$ cat src/rtl/decode_queued_pkg.sv
// Shared types and encodings for the queued decode stage and its decoder.
package decode_queued_pkg;

    localparam logic [6:0] OP_IMM        = 7'b0010011;
    localparam logic [6:0] OP            = 7'b0110011;
    localparam logic [6:0] LOAD          = 7'b0000011;
    localparam logic [6:0] STORE         = 7'b0100011;
    localparam logic [6:0] BRANCH        = 7'b1100011;
    localparam logic [6:0] LUI           = 7'b0110111;
    localparam logic [6:0] AUIPC         = 7'b0010111;
    localparam logic [6:0] JAL           = 7'b1101111;
    localparam logic [6:0] JALR          = 7'b1100111;
    localparam logic [6:0] FUNCT7_MULDIV = 7'b0000001;

    typedef struct packed {
        logic       stall;
        logic       flush;
    } PipeControl;

    typedef struct packed {
        logic       stall_req;
        logic [3:0] flush_req;
    } PipeRequest;

    typedef struct packed {
        logic [31:0] pc;
        logic [31:0] inst;
    } FetchInfo;

    // Register indices are zero whenever the matching *_valid flag is low.
    typedef struct packed {
        logic        enable;
        logic [31:0] pc;
        logic [6:0]  opcode;
        logic [2:0]  funct3;
        logic [6:0]  funct7;
        logic [4:0]  rd;
        logic        rd_valid;
        logic [4:0]  rs1;
        logic        rs1_valid;
        logic [4:0]  rs2;
        logic        rs2_valid;
        logic [31:0] imm;
    } DecodeInfo;

    typedef struct packed {
        logic       valid;
        logic [4:0] rd;
    } LoadHist;

endpackage

$ cat src/rtl/decode_queued_comb.sv
// Pure combinational RV32I (+ optional M) decoder: FetchInfo -> DecodeInfo.
module decode_comb
    import decode_queued_pkg::*;
#(
    parameter bit ENABLE_M = 1'b1
) (
    input  FetchInfo  fetch_info,
    output DecodeInfo info,
    output logic      muldiv,
    output logic      illegal
);

    logic [31:0] inst;
    logic [6:0]  opcode;
    logic [2:0]  funct3;
    logic [6:0]  funct7;
    logic [31:0] imm_i, imm_s, imm_b, imm_u, imm_j;

    assign inst   = fetch_info.inst;
    assign opcode = inst[6:0];
    assign funct3 = inst[14:12];
    assign funct7 = inst[31:25];
    assign imm_i  = {{20{inst[31]}}, inst[31:20]};
    assign imm_s  = {{20{inst[31]}}, inst[31:25], inst[11:7]};
    assign imm_b  = {{19{inst[31]}}, inst[31], inst[7], inst[30:25], inst[11:8], 1'b0};
    assign imm_u  = {inst[31:12], 12'b0};
    assign imm_j  = {{11{inst[31]}}, inst[31], inst[19:12], inst[20], inst[30:21], 1'b0};

    logic        legal, rs1v, rs2v, rdv, md;
    logic [31:0] imm;

    // Classify the opcode, check funct fields and pick the immediate format.
    always_comb begin
        legal = 1'b0;
        rs1v  = 1'b0;
        rs2v  = 1'b0;
        rdv   = 1'b0;
        md    = 1'b0;
        imm   = '0;
        case (opcode)
            OP_IMM: begin
                if (funct3 == 3'b001)      legal = (funct7 == 7'b0000000);
                else if (funct3 == 3'b101) legal = (funct7 == 7'b0000000) || (funct7 == 7'b0100000);
                else                       legal = 1'b1;
                imm = imm_i; rs1v = 1'b1; rdv = 1'b1;
            end
            OP: begin
                if (funct7 == 7'b0000000) begin
                    legal = 1'b1;
                end else if (funct7 == 7'b0100000) begin
                    legal = (funct3 == 3'b000) || (funct3 == 3'b101);
                end else if (ENABLE_M && funct7 == FUNCT7_MULDIV) begin
                    legal = 1'b1;
                    md    = 1'b1;
                end
                rs1v = 1'b1; rs2v = 1'b1; rdv = 1'b1;
            end
            LOAD: begin
                legal = (funct3 != 3'b011) && (funct3[2:1] != 2'b11);
                imm = imm_i; rs1v = 1'b1; rdv = 1'b1;
            end
            STORE: begin
                legal = !funct3[2] && (funct3[1:0] != 2'b11);
                imm = imm_s; rs1v = 1'b1; rs2v = 1'b1;
            end
            BRANCH: begin
                legal = (funct3[2:1] != 2'b01);
                imm = imm_b; rs1v = 1'b1; rs2v = 1'b1;
            end
            LUI, AUIPC: begin
                legal = 1'b1; imm = imm_u; rdv = 1'b1;
            end
            JAL: begin
                legal = 1'b1; imm = imm_j; rdv = 1'b1;
            end
            JALR: begin
                legal = (funct3 == 3'b000);
                imm = imm_i; rs1v = 1'b1; rdv = 1'b1;
            end
            default: legal = 1'b0;
        endcase
    end

    // Assemble the output record; an illegal encoding yields an all-zero record.
    always_comb begin
        info   = '0;
        muldiv = 1'b0;
        if (legal) begin
            info.enable    = 1'b1;
            info.pc        = fetch_info.pc;
            info.opcode    = opcode;
            info.funct3    = funct3;
            info.funct7    = funct7;
            info.rd        = rdv  ? inst[11:7]  : 5'd0;
            info.rd_valid  = rdv;
            info.rs1       = rs1v ? inst[19:15] : 5'd0;
            info.rs1_valid = rs1v;
            info.rs2       = rs2v ? inst[24:20] : 5'd0;
            info.rs2_valid = rs2v;
            info.imm       = imm;
            muldiv         = md;
        end
        illegal = !legal;
    end

endmodule

$ cat src/rtl/decode_queued.sv
// Decode stage with a DEPTH-entry instruction queue and load-use hazard detection.
module decode_queued
    import decode_queued_pkg::*;
#(
    parameter int unsigned DEPTH       = 4,
    parameter int unsigned LOAD_STAGES = 1,
    parameter bit          ENABLE_M    = 1'b1
) (
    input  logic                         clk,
    input  logic                         rst,
    input  PipeControl                   pipe,
    output PipeRequest                   req,
    input  logic                         fetch_valid,
    output logic                         fetch_ready,
    input  FetchInfo                     fetch_info,
    output DecodeInfo                    info,
    output DecodeInfo                    info_ff,
    output logic                         muldiv_ff,
    output logic                         error_ff,
    output logic [$clog2(DEPTH+1)-1:0]   count
);

    localparam int unsigned PTR_W = $clog2(DEPTH);
    localparam int unsigned CNT_W = $clog2(DEPTH + 1);
    localparam logic [CNT_W-1:0] FULL = CNT_W'(DEPTH);

    FetchInfo              mem_q [DEPTH];
    FetchInfo              mem_d [DEPTH];
    logic [PTR_W-1:0]      rd_ptr_q, rd_ptr_d, wr_ptr_q, wr_ptr_d;
    logic [CNT_W-1:0]      count_q, count_d;
    DecodeInfo             info_ff_q, info_ff_d;
    logic                  muldiv_q, muldiv_d;
    logic                  error_q, error_d;
    LoadHist               hist_q [LOAD_STAGES];
    LoadHist               hist_d [LOAD_STAGES];

    DecodeInfo             head_info;
    logic                  head_muldiv, head_illegal, head_valid;
    logic                  push, pop, hazard, issue_load;

    decode_comb #(.ENABLE_M(ENABLE_M)) u_dec (
        .fetch_info (mem_q[rd_ptr_q]),
        .info       (head_info),
        .muldiv     (head_muldiv),
        .illegal    (head_illegal)
    );

    assign head_valid  = (count_q != '0);
    assign info        = head_valid ? head_info : '0;
    assign fetch_ready = (count_q != FULL) && !pipe.flush && !error_q;
    assign push        = fetch_valid && fetch_ready;

    // Load-use hazard: a valid source register of the head matches a pending load rd.
    always_comb begin
        hazard = 1'b0;
        for (int unsigned k = 0; k < LOAD_STAGES; k++) begin
            if (hist_q[k].valid) begin
                if (info.rs1_valid && info.rs1 != 5'd0 && info.rs1 == hist_q[k].rd) hazard = 1'b1;
                if (info.rs2_valid && info.rs2 != 5'd0 && info.rs2 == hist_q[k].rd) hazard = 1'b1;
            end
        end
    end

    // Next-state: queue push, then stall > flush > error > hazard > issue for the rest.
    always_comb begin
        mem_d      = mem_q;
        rd_ptr_d   = rd_ptr_q;
        wr_ptr_d   = wr_ptr_q;
        info_ff_d  = info_ff_q;
        muldiv_d   = muldiv_q;
        error_d    = error_q;
        hist_d     = hist_q;
        pop        = 1'b0;
        issue_load = 1'b0;

        if (push) begin
            mem_d[wr_ptr_q] = fetch_info;
            wr_ptr_d        = wr_ptr_q + 1'b1;
        end

        if (pipe.stall) begin
            // hold issue state and history; pushes above still land
        end else if (pipe.flush) begin
            rd_ptr_d  = '0;
            wr_ptr_d  = '0;
            info_ff_d = '0;
            muldiv_d  = 1'b0;
            error_d   = 1'b0;
            for (int unsigned k = 0; k < LOAD_STAGES; k++) hist_d[k] = '0;
        end else begin
            info_ff_d = '0;
            muldiv_d  = 1'b0;
            if (error_q || (head_valid && head_illegal)) begin
                error_d = 1'b1;
            end else if (!hazard && head_valid) begin
                info_ff_d  = info;
                muldiv_d   = head_muldiv;
                pop        = 1'b1;
                rd_ptr_d   = rd_ptr_q + 1'b1;
                issue_load = (head_info.opcode == LOAD) && (head_info.rd != 5'd0);
            end
            for (int unsigned k = 1; k < LOAD_STAGES; k++) hist_d[k] = hist_q[k-1];
            hist_d[0].valid = issue_load;
            hist_d[0].rd    = issue_load ? head_info.rd : 5'd0;
        end

        if (!pipe.stall && pipe.flush) begin
            count_d = '0;
        end else begin
            count_d = count_q;
            if (push && !pop)      count_d = count_q + 1'b1;
            else if (!push && pop) count_d = count_q - 1'b1;
        end
    end

    // Control state register with synchronous reset.
    always_ff @(posedge clk) begin
        if (rst) begin
            rd_ptr_q  <= '0;
            wr_ptr_q  <= '0;
            count_q   <= '0;
            info_ff_q <= '0;
            muldiv_q  <= 1'b0;
            error_q   <= 1'b0;
            for (int unsigned k = 0; k < LOAD_STAGES; k++) hist_q[k] <= '0;
        end else begin
            rd_ptr_q  <= rd_ptr_d;
            wr_ptr_q  <= wr_ptr_d;
            count_q   <= count_d;
            info_ff_q <= info_ff_d;
            muldiv_q  <= muldiv_d;
            error_q   <= error_d;
            hist_q    <= hist_d;
        end
    end

    // Queue storage; contents are only meaningful below count, so no reset.
    always_ff @(posedge clk) begin
        mem_q <= mem_d;
    end

    assign req.stall_req = hazard;
    assign req.flush_req = 4'b0000;
    assign info_ff       = info_ff_q;
    assign muldiv_ff     = muldiv_q;
    assign error_ff      = error_q;
    assign count         = count_q;

endmodule

$ cat config.mk
export PLATFORM = sky130hd
export DESIGN_NAME = decode_queued
export DESIGN_NICKNAME = d
export VERILOG_FILES = /design/src/rtl/decode_queued_pkg.sv /design/src/rtl/decode_queued_comb.sv /design/src/rtl/decode_queued.sv
export SDC_FILE = /design/constraint.sdc
export NUM_CORES = 1
export LEC_CHECK = 0
export BUFFER_PORTS_ARGS = -buffer_cell sky130_fd_sc_hd__buf_2
export CAP_MARGIN = 0
export CORE_ASPECT_RATIO = 0.9
export CORE_MARGIN = 10
export CORE_UTILIZATION = 50
export CTS_CLUSTER_SIZE = 12
export DETAILED_ROUTE_END_ITERATION = 10
export HOLD_SLACK_MARGIN = 0.12
export PLACE_DENSITY = 0.8
export SETUP_SLACK_MARGIN = 0.1
export SLEW_MARGIN = 0
export SYNTH_ARGS = -nofsm -noshare
export SYNTH_HDL_FRONTEND = slang
export SYNTH_HIERARCHICAL = 1
export SYNTH_SLANG_ARGS = --single-unit
$ cat constraint.sdc
create_clock -name clk -period 6.4 [get_ports clk]
set_clock_uncertainty 0.1 [all_clocks]
set_input_delay 0.64 -clock clk [delete_from_list [all_inputs] [get_ports clk]]
set_output_delay 0.64 -clock clk [all_outputs]
set_load 0.005 [all_outputs]
# --- Word-level counts from Yosys, hierarchy flattened ---
# Index checks and enable logic that the tools add are counted.
totals:
  reg_bits: 371
op_classes:
  addsub: 4
  n_lt_le_gt_ge: 3
  eq_ne: 22
  mux: 54
  bitwise: 3
  reduce_logical: 45
op_table:
  columns: ["cell", "n"]
  rows:
  - ["$mux 100", 5]
  - ["$bwmux 256", 1]
  - ["$mux 64", 3]
  - ["$pmux 32 s5", 1]
  - ["$bmux 64 s2", 1]
  - ["$demux 64 s2", 1]
  - ["$eq 7x6->1 const B", 4]
  - ["$mux 1", 28]
  - ["$eq 7x7->1 const B", 3]
  - ["$mux 5", 4]
  - ["$logic_and 1x1->1", 16]
  - ["$reduce_bool 5->1", 3]
  - ["$eq 7x2->1 const B", 2]
  - ["$eq 7x5->1 const B", 2]
  - ["$mux 2", 6]
  - ["$eq 5x5->1", 2]
  - ["$reduce_or 3->1", 3]
  - ["$logic_not 1->1", 8]
  - ["$eq 7x1->1 const B", 1]
  - ["$logic_not 7->1", 1]
  - ["$pmux 1 s7", 1]
  - ["$reduce_or 7->1", 1]
  - ["$ge 3x3->1 const B", 2]
  - ["$mux 3", 2]
  - ["other kinds (21)", 30]

# --- Longest topological paths before layout ---
depth:
  depth_word: 26
  depth_mapped: 22
  ltp_nobuf: 17

# --- Modules after synthesis ---
# Netlist, hierarchy kept.
by_module_without_submodules:
  columns: ["module", "instances", "cells_per_inst", "area_each_um2", "seq_area_each_um2"]
  rows:
  - ["decode_queued", 1, 784, 13888.3, 9989.6]
  - ["decode_comb", 1, 202, 1184.9, 0.0]

# --- Least setup slack after synthesis ---
# No wires, ideal clock.
synth_path:
  path_kind: "flip-flop to flip-flop"
  startpoint: "register rd_ptr_q[0]"
  endpoint: "register count_q[2], in the netlist count[2]"
  setup_time_ns: 0.070
  t_arrival_ns: 5.759
  setup_slack_ns: 0.471
  stages_incl_launch_ff: 22
  period_less_slack_ns: 5.929
  cell_sequence: "dfxtp_1 -> clkbuf_1 -> clkbuf_1 -> mux4_2 -> or4_1 -> or4_1 -> a311o_1 -> and3_1 -> buf_2 -> buf_6 -> nor3b_1 -> nor4bb_1 -> a31oi_1 -> o32a_1 -> o22a_1 -> nand3b_1 -> ha_1 -> inv_1 -> fa_1 -> xor2_1 -> or3_1 -> a21oi_1"
synth_rtl:
  columns: ["item", "line_no", "rtl"]
  rows:
  - ["start: declaration", "decode_queued.sv:29", "logic [PTR_W-1:0] rd_ptr_q, rd_ptr_d, wr_ptr_q, wr_ptr_d;"]
  - ["start signal: assignment", "decode_queued.sv:127", "rd_ptr_q <= rd_ptr_d;"]
  - ["end signal: assignment", "decode_queued.sv:129", "count_q <= count_d;"]
  - ["end: declaration", "decode_queued.sv:30", "logic [CNT_W-1:0] count_q, count_d;"]

# --- Final worst setup path ---
layout_path:
  startpoint: "register rd_ptr_q[1]"
  endpoint: "register count_q[2], in the netlist count[2]"
layout_rtl:
  columns: ["item", "line_no", "rtl"]
  rows:
  - ["$not 2->3 (not written as such) (*)", "decode_queued.sv:42", ".fetch_info (mem_q[rd_ptr_q]),"]
  - ["$bmux 64 s2 (*)", "decode_queued.sv:42", null]
  - ["$mux 64 (not written as such) (*) (2 in series)", "decode_queued.sv:42", null]
  - ["$eq 7x1->1, or another cell as far along", "decode_queued_comb.sv:52", "end else if (ENABLE_M && funct7 == FUNCT7_MULDIV) begin"]
  - ["$mux 1, or another cell as far along", "decode_queued_comb.sv:52", null]
  - ["$mux 1, on equally long branches", "decode_queued_comb.sv:50, decode_queued_comb.sv:43", null]
  - ["$mux 1, on equally long branches", "decode_queued_comb.sv:48, decode_queued_comb.sv:42", null]
  - ["$pmux 1 s7 (*)", "decode_queued_comb.sv:40", "case (opcode)"]
  - ["[... 1 more ...]", null, null]
  - ["net head_illegal", "decode_queued.sv:38", "logic head_muldiv, head_illegal, head_valid;"]
  - ["$logic_and 1x1->1 (*)", "decode_queued.sv:93", "if (error_q || (head_valid && head_illegal)) begin"]
  - ["$logic_or 1x1->1 (*)", "decode_queued.sv:93", null]
  - ["$mux 1 (*)", "decode_queued.sv:93", null]
  - ["$mux 1 (*)", "decode_queued.sv:83", "end else if (pipe.flush) begin"]
  - ["$mux 1 (*)", "decode_queued.sv:81", "if (pipe.stall) begin"]
  - ["$logic_not 1->1", "decode_queued.sv:111", "if (push && !pop) count_d = count_q + 1'b1;"]
  - ["$logic_and 1x1->1", "decode_queued.sv:111", null]
  - ["$mux 3 or $reduce_bool 2->1 (tied branches)", null, null]
# The timed path passes the listed nets; every way through them passes the cells marked *. The select of a mux whose other input is x is not followed.
# A chain may end at the register's enable or synchronous reset.

==> metrics.log <==
INFO  metric synth_area_leader_cell = sky130_fd_sc_hd__edfxtp_1
INFO  metric synth_simple_gate_area_frac = 0.1058
INFO  metric synth_top_family_by_area = simple AND/OR/NAND/NOR gates
INFO  metric endpoint_of_the_lowest_slack_register_to_register_path = count[2]
INFO  metric power.density_cell_area = ~280 nW/um^2
INFO  metric cts_htree_levels = 2
INFO  metric ys_async_sr_fraction = 0
INFO  metric cts_tree = done
INFO  metric yosys_warnings = 6
INFO  metric synth_top_area_frac = 0.5100
INFO  metric top_cells_by_area_in_the_synthesized_netlist = sky130_fd_sc_hd__edfxtp_1, sky130_fd_sc_hd__dfxtp_1, sky130_fd_sc_hd__mux4_2
INFO  metric detail_route.vias_per_cell = around 5.7
INFO  metric cts_made_buffers = 38
INFO  metric post_synth.cell_area_avg = 15.29 sq um
INFO  metric setup.worst_path.start_class = register
INFO  metric drive_gt1_frac = 0.3362
INFO  metric fp.dieArea = 37,500 sq um
INFO  metric post_cts.repair.setup_buffers = 0
INFO  metric finalWorstPathRequiredPeriod = 5.958 ns
INFO  metric internal_power = 0.003875 W
INFO  metric drc = 0
INFO  metric wire_length_of_the_first_global_routing_pass = 60.38 mm
INFO  metric grt_antenna_before_repair = 9
INFO  metric fp.dieH = 184.7 um
INFO  metric worstHoldPathType = in2reg
INFO  metric floorplan.initialDensity = 0.5058
INFO  metric adder_and_majority_cell_fraction_of_the_synthesized_area = 0.005479
INFO  metric path_clk_slew = 0.06 ns
INFO  metric final.setup.tns = 0 ns
INFO  metric power_frac_comb = 0.043
INFO  metric gp_congestion = 0.9130
INFO  metric dr.pass1.iters = 5
INFO  metric netlist-cell-type-count = slightly below 60
INFO  metric final-instance-count-excl-fill = 1,679
INFO  metric timing.reg2reg.setup_slack = 0.44 ns
INFO  metric layout.cells.most_common = sky130_fd_sc_hd__buf_2
INFO  metric synth-edff-count = 256
INFO  metric global_route.overflow_total = 0
INFO  metric reg2reg_depth = 18
INFO  metric synthesized_flop_and_latch_total = 371
INFO  metric postCtsResizedCells = 0
INFO  metric grt_use_total = 0.2086
INFO  metric max_slew.worst_pin.slew = 1.065 ns
INFO  metric io_buffer_count = 275
INFO  metric worst_ep_required_time = 6.75 ns
INFO  metric final.hold.worst_slack = between 0.2 and 0.25 ns
INFO  metric finalNetCount = 1,316
INFO  metric run_status = finished clean
INFO  metric overall_power = 0.004925 W
INFO  metric final_cell_mix = sky130_fd_sc_hd__buf_2, sky130_fd_sc_hd__edfxtp_1, sky130_fd_sc_hd__and2_1
INFO  metric route.vias.total = around 9,700
INFO  metric cp_max_fo = 37
INFO  metric reg2reg_from = rd_ptr_q[1]
INFO  metric slew_headroom = 0.2897
INFO  metric portion_of_the_post_synthesis_area_used_by_sequential_elements = 0.6627
INFO  metric synth_compound_gate_area_share = 0.09015
INFO  metric min_delay_path_depth = 1
INFO  metric worstSetupPathType = reg2reg
INFO  metric cts_buffer_depth = 3
INFO  metric final_min_period_over_clock_period = 0.9309
INFO  metric hold_path_end = mem_q[3]
INFO  metric timing.critical_path.arrival = 6.31 ns
INFO  metric grt_setup_unrepaired = false
INFO  metric syn_area = 15,070 sq um
INFO  metric cts-hold-fix-buffers = 0
INFO  metric final_wirelength = 40.26 mm
INFO  metric drv.max_cap_violation_count = 0
INFO  metric synth_xor_area_frac = 0.005811
INFO  metric first_iter_violations = 740
INFO  metric power_frac_seq = 0.531
INFO  metric first_global_vias = 9,746
INFO  metric ios = 280
INFO  metric number_of_clock_sinks = 371
INFO  metric grt_start_max_net_pins = 105
INFO  metric timing.final.setup_violations = 0
INFO  metric drt.antenna.violating_nets = 0
INFO  metric synth_flop_cell = sky130_fd_sc_hd__edfxtp_1
INFO  metric die_x = 203.0 um
INFO  metric core_area = roughly 30,000 sq um
INFO  metric total_leakage_power = around 6.9 nW
INFO  metric synthesis.instances = 986
INFO  metric insertion_delay = 0.53 ns
INFO  metric fp-row-count = 60
INFO  metric power.switching = 0.001050 W
INFO  metric irDropWorstVdd = about 0.24 mV
INFO  metric placed_cells = 1,604
INFO  metric power.clock.fraction = 0.426
INFO  metric synthToLayoutAreaGrowth = 18.67%
INFO  metric root_buffer = sky130_fd_sc_hd__clkbuf_16
INFO  metric critical_path.endpoint_type = register
INFO  metric hold_viol_final = 0
INFO  metric routed_wire_length_per_instance = 23.98 um
INFO  metric timing_max_transition_violations_final = 0
INFO  metric sw_frac_of_total = 0.2132
INFO  metric holdCritStartpoint = fetch_info[3]
INFO  metric hpwlAfterDp = 27.27 mm
INFO  metric yosys-mux-area-fraction = 0.09845
INFO  metric crit_path_start = rd_ptr_q[1]
INFO  metric fmaxAchievable = 0.1678 GHz
## kinds of logic (layout without fill, tap and decap cells)
kind of cell	Yosys count	in the layout
xor+xnor	10	10
flops	371	371
other cells	1	10
mux	68	68
buf+inv	89	370
fa+ha+maj	6	6
compound gates	165	165
simple gates	276	276
## power by group through the flow
stage / combinational [W] / clock [W] / sequential, W
CTS: 0.000214 / 0.00213 / 0.00262
finish: 0.000213 / 0.00210 / 0.00262
global route: 0.000233 / 0.00224 / 0.00262
detailed placement: 0.000213 / 0 / 0.00267
floorplan: 0.000127 / 0 / 0.00266
global placement: 0.000206 / 0 / 0.00266
## worst max path at each step
stage,endpoint,slack (ns),cells past startpoint
after floorplan,count[2],0.47,21
after global placement,count[2],0.66,17
after detailed placement,count[2],0.52,17
after CTS,req[4],0.45,12
after global routing,count[2],0.12,17
final,count[2],0.44,18
## stage by stage
step	util	setup WS (ns)	cell area [sq um]
floorplan	-	0.4708	15080
global placement	0.5596	0.6635	16680
detailed placement	0.5596	0.5156	16680
CTS	0.5997	0.4510	17870
global route	0.5999	0.1184	17880
finish	0.6002	0.4420	17890
## flip-flops by register name, summed over array words and instances, names as in the netlist
signal	flops
error_ff	1
hist_q	6
info_ff	100
rd_ptr_q	2
count	3
muldiv_ff	1
wr_ptr_q	2
mem_q	256
## critical path, cell delays in order (launching register included)
cell                       delay, ns
sky130_fd_sc_hd__dfxtp_4        0.46
sky130_fd_sc_hd__buf_4          0.53
sky130_fd_sc_hd__mux4_2         0.49
sky130_fd_sc_hd__nor4bb_1       0.55
sky130_fd_sc_hd__nand2_1        0.13
sky130_fd_sc_hd__a311o_1        0.33
sky130_fd_sc_hd__and3_2         0.43
sky130_fd_sc_hd__nor3b_1        0.56
sky130_fd_sc_hd__nor4bb_1       0.39
sky130_fd_sc_hd__a31oi_1        0.07
sky130_fd_sc_hd__o32a_1         0.23
sky130_fd_sc_hd__o22a_1         0.24
sky130_fd_sc_hd__nand3b_1       0.11
sky130_fd_sc_hd__ha_1           0.19
sky130_fd_sc_hd__inv_1          0.06
sky130_fd_sc_hd__fa_1           0.37
sky130_fd_sc_hd__xor2_1         0.17
sky130_fd_sc_hd__or3_1          0.32
sky130_fd_sc_hd__a21oi_1        0.14
## area by class of cell
class / instances / area, sq um
Multi-Input combinational cell: 529 / 4661
Sequential cell: 371 / 9997
Inverter: 15 / 56.30
Clock buffer: 64 / 1122
Fill cell: 2296 / 11920
Tap cell: 403 / 504.2
Clock inverter: 5 / 72.57
Antenna cell: 6 / 15.01
Timing Repair Buffer: 286 / 1459
## cells in the mapped netlist (3+ instances only)
| library cell | instances |
|---|---|
| sky130_fd_sc_hd__buf_2 | 14 |
| sky130_fd_sc_hd__dfxtp_1 | 115 |
| sky130_fd_sc_hd__o21ai_0 | 3 |
| sky130_fd_sc_hd__edfxtp_1 | 256 |
| sky130_fd_sc_hd__inv_1 | 14 |
| sky130_fd_sc_hd__o31ai_1 | 4 |
| sky130_fd_sc_hd__xor2_1 | 3 |
| sky130_fd_sc_hd__nor2b_1 | 3 |
| sky130_fd_sc_hd__a22o_1 | 107 |
| sky130_fd_sc_hd__a21oi_1 | 15 |
| sky130_fd_sc_hd__nor3b_1 | 10 |
| sky130_fd_sc_hd__a21oi_2 | 10 |
| sky130_fd_sc_hd__nand2_1 | 31 |
| sky130_fd_sc_hd__nor4_1 | 3 |
| sky130_fd_sc_hd__xnor2_1 | 7 |
| sky130_fd_sc_hd__or4_1 | 3 |
| sky130_fd_sc_hd__buf_4 | 6 |
| sky130_fd_sc_hd__nor3_1 | 8 |
| sky130_fd_sc_hd__nor2_1 | 32 |
| sky130_fd_sc_hd__nand3_1 | 11 |
| sky130_fd_sc_hd__a311o_1 | 3 |
| sky130_fd_sc_hd__buf_1 | 6 |
| sky130_fd_sc_hd__buf_6 | 13 |
| sky130_fd_sc_hd__mux4_2 | 64 |
| sky130_fd_sc_hd__a21o_1 | 3 |
| sky130_fd_sc_hd__and3_1 | 14 |
| sky130_fd_sc_hd__nor4bb_1 | 3 |
| sky130_fd_sc_hd__and2_1 | 144 |
| sky130_fd_sc_hd__clkbuf_1 | 35 |
| sky130_fd_sc_hd__ha_1 | 5 |
| sky130_fd_sc_hd__a22oi_1 | 5 |
## routing by layer
layer	GRT usage	vias to the layer above	routed length (um)
li1	-	4279	-
met1	0.2675	4796	16070
met2	0.3302	488	18860
met3	0.06319	87	3999
met4	0.07573	4	1308
met5	0	-	21
Power figures use the tool's default switching activity.
